==> config.mk <==
export PLATFORM = sky130hd
export DESIGN_NAME = load_store_unit_flat
export DESIGN_NICKNAME = d
export VERILOG_FILES = /design/src/rtl/lsu_pkg.sv /design/src/rtl/lsu_if.sv /design/src/rtl/lsu_align.sv /design/src/rtl/load_store_unit.sv /design/src/flat_wrapper.sv
export SDC_FILE = /design/constraint.sdc
export NUM_CORES = 1
export LEC_CHECK = 0
export CORE_MARGIN = 10
export CORE_UTILIZATION = 26
export CTS_CLUSTER_DIAMETER = 40
export CTS_CLUSTER_SIZE = 40
export DETAILED_ROUTE_END_ITERATION = 16
export GPL_ROUTABILITY_DRIVEN = 0
export PLACE_DENSITY = 0.63
export SYNTH_ARGS = -nofsm -noshare
export SYNTH_HDL_FRONTEND = slang
export SYNTH_SLANG_ARGS = --single-unit
export TNS_END_PERCENT = 20
==> constraint.sdc <==
create_clock -name clk -period 2.5 [get_ports clk]
set_clock_uncertainty 0.1 [all_clocks]
set_input_delay 0.625 -clock clk [delete_from_list [all_inputs] [get_ports clk]]
set_output_delay 0.625 -clock clk [all_outputs]
set_load 0.03 [all_outputs]
==> src/rtl/lsu_pkg.sv <==
// Shared definitions for the load/store unit: access-size encodings, FSM
// state encoding, the default data-memory size and the access-error rule.
package lsu_pkg;

    localparam int unsigned LSU_MEM_BYTES = 256;

    localparam logic [1:0] SZ_BYTE = 2'b00;
    localparam logic [1:0] SZ_HALF = 2'b01;
    localparam logic [1:0] SZ_WORD = 2'b10;
    localparam logic [1:0] SZ_RSVD = 2'b11;

    typedef enum logic [1:0] {
        IDLE = 2'd0,
        RD   = 2'd1,
        WR   = 2'd2,
        RESP = 2'd3
    } lsu_state_e;

    // An access errors when its size is reserved, it is not naturally
    // aligned, or its byte address lies beyond the data memory.
    function automatic logic lsu_access_err(input logic [1:0]  size,
                                            input logic [31:0] addr,
                                            input int unsigned mem_bytes);
        logic err;
        err = 1'b0;
        if (size == SZ_RSVD)                       err = 1'b1;
        if (size == SZ_HALF && addr[0])            err = 1'b1;
        if (size == SZ_WORD && addr[1:0] != 2'b00) err = 1'b1;
        if (addr >= 32'(mem_bytes))                err = 1'b1;
        return err;
    endfunction

endpackage

==> src/rtl/lsu_if.sv <==
// Bus bundle between the pipeline, the load/store unit and data memory.
//   req_*  : pipeline request (valid/ready handshake)
//   resp_* : one-cycle completion pulse with load data and error flag
//   busy   : stall request back to the pipeline
//   mem_*  : word-wide data-memory port with combinational read data
// Modport slave is the load/store unit side, master the environment side.
interface lsu_if;
    logic        req_valid;
    logic        req_ready;
    logic        req_wr;
    logic [1:0]  req_size;
    logic        req_unsigned;
    logic [31:0] req_addr;
    logic [31:0] req_wdata;
    logic        resp_valid;
    logic [31:0] resp_rdata;
    logic        resp_err;
    logic        busy;
    logic [31:0] mem_addr;
    logic [31:0] mem_wr_data;
    logic        mem_wr;
    logic        mem_rd;
    logic [31:0] mem_rd_data;

    modport slave (
        input  req_valid, req_wr, req_size, req_unsigned, req_addr, req_wdata, mem_rd_data,
        output req_ready, resp_valid, resp_rdata, resp_err, busy,
               mem_addr, mem_wr_data, mem_wr, mem_rd
    );

    modport master (
        output req_valid, req_wr, req_size, req_unsigned, req_addr, req_wdata, mem_rd_data,
        input  req_ready, resp_valid, resp_rdata, resp_err, busy,
               mem_addr, mem_wr_data, mem_wr, mem_rd
    );
endinterface

==> src/rtl/lsu_align.sv <==
// Combinational big-endian lane logic for the load/store unit.
//   word_i     : word read from memory (captured)
//   offset_i   : byte offset within the word
//   size_i     : access size
//   unsigned_i : zero-extend instead of sign-extend on loads
//   wdata_i    : right-justified store data
//   ld_data_o  : extracted and extended load value
//   st_data_o  : word to write back (merged lanes for sub-word stores)
module lsu_align
    import lsu_pkg::*;
(
    input  logic [31:0] word_i,
    input  logic [1:0]  offset_i,
    input  logic [1:0]  size_i,
    input  logic        unsigned_i,
    input  logic [31:0] wdata_i,
    output logic [31:0] ld_data_o,
    output logic [31:0] st_data_o
);
    logic [7:0]  ld_byte;
    logic [15:0] ld_half;

    // Offset 0 is the most significant byte.
    always_comb begin
        ld_byte = 8'h00;
        case (offset_i)
            2'd0:    ld_byte = word_i[31:24];
            2'd1:    ld_byte = word_i[23:16];
            2'd2:    ld_byte = word_i[15:8];
            default: ld_byte = word_i[7:0];
        endcase
        ld_half = offset_i[1] ? word_i[15:0] : word_i[31:16];
    end

    always_comb begin
        ld_data_o = word_i;
        case (size_i)
            SZ_BYTE: ld_data_o = {{24{~unsigned_i & ld_byte[7]}}, ld_byte};
            SZ_HALF: ld_data_o = {{16{~unsigned_i & ld_half[15]}}, ld_half};
            default: ld_data_o = word_i;
        endcase
    end

    // Each byte lane either keeps the captured byte or takes the matching
    // byte of the store data; a word store takes every lane from wdata.
    genvar gi;
    generate
        for (gi = 0; gi < 4; gi++) begin : g_lane
            logic       lane_hit;
            logic [7:0] lane_src;
            always_comb begin
                lane_hit = 1'b0;
                lane_src = 8'h00;
                case (size_i)
                    SZ_BYTE: begin
                        lane_hit = (offset_i == 2'(gi));
                        lane_src = wdata_i[7:0];
                    end
                    SZ_HALF: begin
                        lane_hit = (offset_i[1] == 1'(gi / 2));
                        lane_src = (gi % 2 == 0) ? wdata_i[15:8] : wdata_i[7:0];
                    end
                    default: begin
                        lane_hit = 1'b1;
                        lane_src = wdata_i[31-8*gi -: 8];
                    end
                endcase
            end
            assign st_data_o[31-8*gi -: 8] = lane_hit ? lane_src : word_i[31-8*gi -: 8];
        end
    endgenerate

endmodule

==> src/rtl/load_store_unit.sv <==
// Load/store unit: accepts one pipeline access at a time, performs a
// word-wide read and/or write on data memory, and returns a one-cycle
// response. Sub-word stores use read-modify-write.
//   clk, rst : clock, synchronous active-high reset
//   bus      : request/response/stall and memory port bundle (lsu_if.slave)
module load_store_unit
    import lsu_pkg::*;
#(
    parameter int unsigned MEM_BYTES = LSU_MEM_BYTES
) (
    input  logic  clk,
    input  logic  rst,
    lsu_if.slave  bus
);
    lsu_state_e  state_q, state_d;
    logic        wr_q;
    logic [1:0]  size_q;
    logic        uns_q;
    logic [31:0] addr_q;
    logic [31:0] wdata_q;
    logic        err_q;
    logic [31:0] word_q;

    logic        ready;
    logic        accept;
    logic        req_err;
    logic [31:0] ld_data;
    logic [31:0] st_data;

    assign ready   = (state_q == IDLE);
    assign accept  = bus.req_valid & ready;
    assign req_err = lsu_access_err(bus.req_size, bus.req_addr, MEM_BYTES);

    always_ff @(posedge clk) begin
        if (rst) begin
            state_q <= IDLE;
            wr_q    <= 1'b0;
            size_q  <= SZ_BYTE;
            uns_q   <= 1'b0;
            addr_q  <= '0;
            wdata_q <= '0;
            err_q   <= 1'b0;
            word_q  <= '0;
        end else begin
            state_q <= state_d;
            if (accept) begin
                wr_q    <= bus.req_wr;
                size_q  <= bus.req_size;
                uns_q   <= bus.req_unsigned;
                addr_q  <= bus.req_addr;
                wdata_q <= bus.req_wdata;
                err_q   <= req_err;
            end
            if (state_q == RD) begin
                word_q <= bus.mem_rd_data;
            end
        end
    end

    always_comb begin
        state_d = state_q;
        case (state_q)
            IDLE: begin
                if (accept) begin
                    if (req_err)
                        state_d = RESP;
                    else if (!bus.req_wr || bus.req_size != SZ_WORD)
                        state_d = RD;   // loads and read-modify-write stores
                    else
                        state_d = WR;
                end
            end
            RD:      state_d = wr_q ? WR : RESP;
            WR:      state_d = RESP;
            default: state_d = IDLE;
        endcase
    end

    lsu_align u_align (
        .word_i     (word_q),
        .offset_i   (addr_q[1:0]),
        .size_i     (size_q),
        .unsigned_i (uns_q),
        .wdata_i    (wdata_q),
        .ld_data_o  (ld_data),
        .st_data_o  (st_data)
    );

    assign bus.req_ready   = ready;
    assign bus.busy        = ~ready | bus.req_valid;
    assign bus.mem_addr    = {addr_q[31:2], 2'b00};
    assign bus.mem_wr_data = st_data;
    assign bus.mem_rd      = (state_q == RD);
    assign bus.mem_wr      = (state_q == WR);
    assign bus.resp_valid  = (state_q == RESP);
    assign bus.resp_err    = (state_q == RESP) & err_q;
    assign bus.resp_rdata  = ((state_q == RESP) && !wr_q && !err_q) ? ld_data : 32'h0;

endmodule

==> src/flat_wrapper.sv <==
// flat-port wrapper written by rule: the top's interface ports become plain ports
module load_store_unit_flat import lsu_pkg::*;
#(
    parameter int unsigned MEM_BYTES = LSU_MEM_BYTES
)
  (clk, rst, bus_req_valid, bus_req_wr, bus_req_size, bus_req_unsigned, bus_req_addr, bus_req_wdata, bus_mem_rd_data, bus_req_ready, bus_resp_valid, bus_resp_rdata, bus_resp_err, bus_busy, bus_mem_addr, bus_mem_wr_data, bus_mem_wr, bus_mem_rd);
  lsu_if bus_i ();
  input  logic clk;
  input  logic rst;
  input wire logic [$bits(bus_i.req_valid)-1:0] bus_req_valid;
  input wire logic [$bits(bus_i.req_wr)-1:0] bus_req_wr;
  input wire logic [$bits(bus_i.req_size)-1:0] bus_req_size;
  input wire logic [$bits(bus_i.req_unsigned)-1:0] bus_req_unsigned;
  input wire logic [$bits(bus_i.req_addr)-1:0] bus_req_addr;
  input wire logic [$bits(bus_i.req_wdata)-1:0] bus_req_wdata;
  input wire logic [$bits(bus_i.mem_rd_data)-1:0] bus_mem_rd_data;
  output wire logic [$bits(bus_i.req_ready)-1:0] bus_req_ready;
  output wire logic [$bits(bus_i.resp_valid)-1:0] bus_resp_valid;
  output wire logic [$bits(bus_i.resp_rdata)-1:0] bus_resp_rdata;
  output wire logic [$bits(bus_i.resp_err)-1:0] bus_resp_err;
  output wire logic [$bits(bus_i.busy)-1:0] bus_busy;
  output wire logic [$bits(bus_i.mem_addr)-1:0] bus_mem_addr;
  output wire logic [$bits(bus_i.mem_wr_data)-1:0] bus_mem_wr_data;
  output wire logic [$bits(bus_i.mem_wr)-1:0] bus_mem_wr;
  output wire logic [$bits(bus_i.mem_rd)-1:0] bus_mem_rd;
  assign bus_i.req_valid = bus_req_valid;
  assign bus_i.req_wr = bus_req_wr;
  assign bus_i.req_size = bus_req_size;
  assign bus_i.req_unsigned = bus_req_unsigned;
  assign bus_i.req_addr = bus_req_addr;
  assign bus_i.req_wdata = bus_req_wdata;
  assign bus_i.mem_rd_data = bus_mem_rd_data;
  assign bus_req_ready = bus_i.req_ready;
  assign bus_resp_valid = bus_i.resp_valid;
  assign bus_resp_rdata = bus_i.resp_rdata;
  assign bus_resp_err = bus_i.resp_err;
  assign bus_busy = bus_i.busy;
  assign bus_mem_addr = bus_i.mem_addr;
  assign bus_mem_wr_data = bus_i.mem_wr_data;
  assign bus_mem_wr = bus_i.mem_wr;
  assign bus_mem_rd = bus_i.mem_rd;
  load_store_unit #(.MEM_BYTES(MEM_BYTES)) u_core (.clk(clk), .rst(rst), .bus(bus_i));
endmodule
==> results.cfg, run 1 <==
[power_and_ir_drop]
ir_drop_mv = 0.417
p_total_mw = 6.57
p_switching_mw = 2.56
p_int_mw = 4.02
swShare_pct = 38.9
pwr-share-comb_pct = 45.4
p_clk_share_pct = 22.4
pwr-share-seq_pct = 32.2
p_per_area_nw_per_um2 = 764
p_leak_nw = 3.23

[outcome]
violations = negative setup slack
status = finished with violations

[floorplan]
dieWidth_um = 163
dieArea_sq_um = 26400
die_h_um = 163
rows = 52
coreArea_sq_um = 20100
io_pins = 205
start_util_pct = 26.3

[synth]
syn_area_per_cell_sq_um = 7.71
ys_seq_area_share_pct = 39.0
synth_edf_count = 0
synth_top_family_by_area = simple AND/OR/NAND/NOR gates
synth_flop_cell = dfxtp_1
synthCells = 685
async_reset_ff_share_pct = 0
synth-simple-area-share_pct = 20.7
synth_top_area_share_pct = 39.0
ys_ff_latch = 103
synth_area_sq_um = 5280
synth.most_common_cell = nand2_1
synthAdderAreaFrac_pct = 0.947
synth_xor_area_share_pct = 0
synthTopCellsByCount = 153 x nand2_1, 103 x dfxtp_1, 93 x a21oi_1
yosys_warnings = 0
synth-compound-area-share_pct = 15.8
synthDistinctLibCells = 41
synthMuxAreaShare_pct = 14.4
synth_area_leaders = dfxtp_1 39%, mux2i_1 12%, nand2_1 11%, a21oi_1 8.8%, nor2_1 4.8%
synth_top_cell_by_area = dfxtp_1

[sta]
rsz0062_at_grt = true
fin_tns_setup_ns = -2.46
setup_viol = 42
worstMarginPinSlew_ns = 0.539
max_freq_mhz = 371
max_slew_margin_pct = 64.1
slew_viol_final = 0
finalHoldViolCount = 0
finalCriticalPeriod_ns = 2.70
timing.final.crit_share_pct = 108
setup_slack_ns = -0.199

[global_route]
antenna_found_initial = 1
grt_pass1_vias = 5209
grt_pass1_wl_mm = 31.7
track_usage_pct = 15.4
grt.overflow.total = 0
grt_max_degree = 71

[min_path]
hp-class = reg -> reg
hold_path_depth = 2
min_from = u_core.addr_q[18]

[route]
drc = 0
dr.pass1.iters = 4
num_vias = 5349
wire_per_inst_um = 19.0
routed_wirelength_mm = 21.4
vias_per_cell = 4.73
initialDrtViolationCount = 354
postRouteAntennaNets = 0

[layout]
fin_area_sq_um = 8600
syn_to_final_growth_pct = 62.9
final_util_pct = 42.8
nets = 962
drive_gt1_share_pct = 21.9

[setup_path]
worst_ep_arrival_time_ns = 1.97
worst-r2r-setup-slack_ns = 0.70
path_max_fanout = 8
worstPathRequired_ns = 1.77
reg2reg_depth = 7
crit_type = reg -> out
r2r-start = u_core.state_q[0]
cp-startpoint = u_core.addr_q[1]
cp-start-kind = flop
critPathCaptureType = primary output

[cts]
ctsRootBufferMaster = clkbuf_16
cts_inserted_buffers = 9
cts-htree-levels = 3
cts_buffer_depth = 2
path_clk_slew_ns = 0.08
cts_tree = yes
clkSinkCount = 103
hold_buffers = 0
clk_latency_ns = 0.35

[placement]
place_area_sq_um = 7860
hpwl_mm = 16.4
portBuffers = 202
pre_cts_ws_ns = 0.0616

[run]
cap_violations = 0
-- stage by stage --
| stage | instances | hold WS (ns) |
|---|---|---|
| floorplan | 686 | 0.336 |
| global placement | 1103 | 0.340 |
| detailed placement | 1103 | 0.347 |
| CTS | 1126 | 0.356 |
| global route | 1130 | 0.375 |
| finish | 1131 | 0.356 |
-- placed cells by master, fill, tap and decap left out, types with 2 or more instances in the layout --
cell type / instances
nand2_1: 151
clkdlybuf4s50_1: 134
dfxtp_1: 98
a21oi_1: 77
nor2_1: 65
mux2i_1: 64
buf_12: 51
buf_4: 49
o21ai_0: 15
a21oi_2: 13
mux2_4: 10
clkbuf_16: 9
nor3_1: 8
nor3_2: 8
inv_1: 7
nand3_1: 7
a22o_1: 7
nor4_1: 6
nor3_4: 5
a22oi_1: 5
a221o_1: 5
a21oi_4: 4
o21ai_2: 4
buf_6: 4
a22oi_2: 3
nor2_4: 3
o21ai_1: 3
inv_6: 3
dfxtp_4: 3
nand2_2: 2
a211oi_1: 2
nor2b_1: 2
ha_1: 2
conb_1: 2
dfxtp_2: 2
-- metal layers --
metal  global-route usage [%]  share of wire, %  vias to the layer above
met2                     25.0                47                      179
met4                     5.61               2.5                        0
met1                     19.4                43                     2508
li1                         -                 -                     2637
met5                        0                 0                        -
met3                     4.07               7.3                       25
-- critical path, stage by stage (launching register included) --
cell and delay [ns]:
dfxtp_4 0.37, mux2_4 0.22, mux2i_2 0.07, or4_4 0.54, a211oi_2 0.22, buf_4 0.19
-- power by group through the flow --
stage	Combinational, mW	Clock [mW]	Sequential, mW
2_1_floorplan	1.61	0	2.03
3_3_place_gp	2.76	0	2.12
3_5_place_dp	2.77	0	2.13
4_1_cts	2.95	1.51	2.11
5_1_grt	3.19	1.56	2.14
6_report	2.98	1.47	2.12
-- final cells by class --
type	count	area (sq um)
fill	1996	11500
antenna	1	2.50
sequential	103	2080
clock buffer	9	225
inverter	7	26.3
tap	270	338
timing repair buffer	240	2800
clock inverter	7	77.6
multi-input combinational	494	3060
-- cell families (layout without fill, tap and decap cells) --
family	count (synthesis)	count (layout)
compound gates	145	145
fa+ha+maj	4	4
buf+inv	89	263
flops	103	103
mux	75	75
other cells	1	3
simple gates	268	268
-- registers in the layout (all words and copies together), names as in the netlist --
signal and flops:
u_core.addr_q 32, u_core.wdata_q 32, u_core.word_q 32, u_core.size_q 2
u_core.state_q 2, u_core.err_q 1, u_core.uns_q 1, u_core.wr_q 1
-- final timing paths --
check                             to
hold reg to reg    u_core.addr_q[18]
hold / removal     u_core.addr_q[18]
setup / recovery  bus_resp_rdata[15]
setup reg to reg   u_core.wdata_q[7]
-- timing repair --
item	4_1_cts	5_1_grt
pin swaps	9	2
resized for setup	71	19
setup endpoints to repair	65	65
buffers inserted	7	4
No activity file was read; power rests on OpenSTA's default activity.
==> inputs of run 2 (changes only) <==
--- a/config.mk
+++ b/config.mk
@@ -5,14 +5,17 @@
 export SDC_FILE = /design/constraint.sdc
 export NUM_CORES = 1
 export LEC_CHECK = 0
+export CELL_PAD_IN_SITES_DETAIL_PLACEMENT = 1
+export CELL_PAD_IN_SITES_GLOBAL_PLACEMENT = 2
 export CORE_MARGIN = 10
-export CORE_UTILIZATION = 26
+export CORE_UTILIZATION = 25
 export CTS_CLUSTER_DIAMETER = 40
 export CTS_CLUSTER_SIZE = 40
 export DETAILED_ROUTE_END_ITERATION = 16
 export GPL_ROUTABILITY_DRIVEN = 0
-export PLACE_DENSITY = 0.63
+export PLACE_DENSITY = 0.91
 export SYNTH_ARGS = -nofsm -noshare
 export SYNTH_HDL_FRONTEND = slang
+export SYNTH_HIERARCHICAL = 1
 export SYNTH_SLANG_ARGS = --single-unit
 export TNS_END_PERCENT = 20
==> results.cfg, run 2 <==
[sta]
timing.final.crit_share_pct = 109
max_freq_mhz = 366
rsz0062_at_grt = true
whs_ns = 0.355
max_slew_margin_pct = 57.5
setup_viol = 58
finalCriticalPeriod_ns = 2.73
slew_viol_final = 0
finalHoldViolCount = 0
worstMarginPinSlew_ns = 0.638
setup_slack_ns = -0.233

[setup_path]
worstPathRequired_ns = 1.77
path_max_fanout = 4
worst_ep_arrival_time_ns = 2.01
cp-start-kind = flop
critPathCaptureType = primary output
crit_type = reg -> out

[global_route]
grt.overflow.total = 0
grt_max_degree = 41
grt_pass1_wl_mm = 36.7
track_usage_pct = 16.2
grt_pass1_vias = 5995
antenna_found_initial = 6

[route]
wire_per_inst_um = 21.7
vias_per_cell = 4.93
routed_wirelength_mm = 25.7
initialDrtViolationCount = 313
num_vias = 5838
dr.pass1.iters = 4
postRouteAntennaNets = 0
drc = 0

[power_and_ir_drop]
p_int_mw = 4.07
swShare_pct = 39.1
pwr-share-comb_pct = 46.5
pwr-share-seq_pct = 32.0
p_switching_mw = 2.61
p_leak_nw = 3.56
ir_drop_mv = 0.388
p_per_area_nw_per_um2 = 734
p_clk_share_pct = 21.5

[min_path]
hp-class = reg -> reg

[cts]
clk_latency_ns = 0.35
cts-htree-levels = 3
cts_tree = yes
cts_inserted_buffers = 9
path_clk_slew_ns = 0.07
ctsRootBufferMaster = clkbuf_16
clkSinkCount = 103
hold_buffers = 0
cts_buffer_depth = 2

[layout]
reg_top3 = u_core/addr_q: 32 flops, u_core/wdata_q: 32 flops, u_core/word_q: 32 flops
final_common_cell = nand2_1
multiInputGateArea_sq_um = 3500
layout_common_cells = 152 x nand2_1, 131 x clkdlybuf4s50_1, 99 x dfxtp_1
nets = 998
seqCellArea_sq_um = 2070
drive_gt1_share_pct = 28.0
final_util_pct = 40.2
syn_to_final_growth_pct = 58.1
fillCellCount = 2586

[synth]
synth_flop_cell = dfxtp_1
syn_area_per_cell_sq_um = 8.15
synthCells = 706
synth_area_leaders = dfxtp_1 36%, nand2_1 10%, mux2_2 7.8%, mux2i_1 7.0%, a21oi_1 6.3%
ys_seq_area_share_pct = 35.8
yosys_warnings = 6
synth_top_area_share_pct = 35.8
synth.most_common_cell = nand2_1
synthDistinctLibCells = 44
synth_area_sq_um = 5760
ys_ff_latch = 103
synthTopCellsByCount = 153 x nand2_1, 103 x dfxtp_1, 72 x a21oi_1
synth_top_cell_by_area = dfxtp_1
async_reset_ff_share_pct = 0
synth_edf_count = 0

[floorplan]
coreArea_sq_um = 22600
start_util_pct = 25.4
rows = 55
io_pins = 205
dieWidth_um = 172
dieArea_sq_um = 29500
die_h_um = 172

[placement]
portBuffers = 202
pre_cts_ws_ns = -0.0277
hpwl_mm = 19.0

[outcome]
status = finished with violations
violations = negative setup slack

[run]
cap_violations = 0
-- run 2: cell types whose count changed after synthesis, sizes merged, moves of 9 or more --
cell | before | now
a21oi | 94 | 73
a22oi | 8 | 17
and2 | 2 | 34
buf | 48 | 66
clkbuf | 34 | 19
mux2 | 10 | 43
mux2i | 65 | 40
nor2 | 69 | 47
nor2b | 2 | 20
nor3 | 21 | 1
o21ai | 22 | 4
o221ai | 0 | 16
o22ai | 0 | 16
-- run 2: final timing paths --
path              slack [ns]                  to  depth (start not counted)              start
hold / removal          0.36    u_core/addr_q[5]                          2   u_core/addr_q[5]
hold reg to reg         0.36    u_core/addr_q[5]                          2   u_core/addr_q[5]
setup / recovery       -0.23  bus_resp_rdata[21]                          6   u_core/addr_q[0]
setup reg to reg        0.50   u_core/state_q[0]                          6  u_core/state_q[1]
-- run 2: layout make-up --
class                   instances  area share, %
multi-input cells             506           38.4
repair buffers                257           30.9
flip-flops and latches        103           22.8
well taps                     285           3.92
clock buffers                  13           2.97
inverters                      14          0.619
clock inverters                 3          0.275
diodes                          4          0.110
-- run 2: per-layer routing --
layer	track usage, %	vias to the layer above	wire (um)	part of all wire (%)
li1	-	2761	-	-
met1	18.8	2832	10200	40
met2	27.0	213	12400	48
met3	7.36	28	2750	11
met4	3.45	4	367	1.4
met5	0	-	26	0.10
-- run 2: repair_timing --
item | in CTS | in global routing
setup buffers | 11 | 3
setup endpoints to repair | 67 | 66
pin swaps | 7 | 7
resized for setup | 71 | 100
gates cloned | 3 | 1
-- run 2: power groups by stage --
stage	logic (mW)	registers [mW]	clock network, mW
after global placement	2.67	2.15	0
after floorplan	1.75	2.04	0
final	3.11	2.14	1.43
after global routing	3.33	2.16	1.54
after CTS	2.92	2.13	1.48
after detailed placement	2.71	2.17	0
-- run 2: worst max-delay path, cell delays in order, from the launching register on --
cell and delay (ns):
dfxtp_4 0.37, mux2_4 0.31, a22oi_2 0.24, buf_6 0.18, o22ai_1 0.09, and2_1 0.16
clkdlybuf4s15_2 0.29
-- run 2: per-stage QoR --
stage	std cells	cell area (sq um)	power, mW	setup TNS, ns
floorplan	707	5760	3.78	0
global placement	1148	7990	4.83	0
detailed placement	1148	7990	4.87	-0.0277
CTS	1178	8660	6.53	-9.64
global route	1181	9090	7.03	-12.43
finish	1185	9100	6.68	-9.01
-- run 2: cells by family (layout without fill, tap and decap cells) --
| group | count (synthesis) | in the layout | share of synthesized area [%] |
|---|---|---|---|
| simple gates | 274 | 274 | 21.5 |
| compound gates | 142 | 143 | 16.2 |
| flops | 103 | 103 | 35.8 |
| buf+inv | 99 | 287 | 10.0 |
| mux | 83 | 83 | 15.6 |
| fa+ha+maj | 4 | 4 | 0.869 |
| other cells | 1 | 6 | 0.0651 |
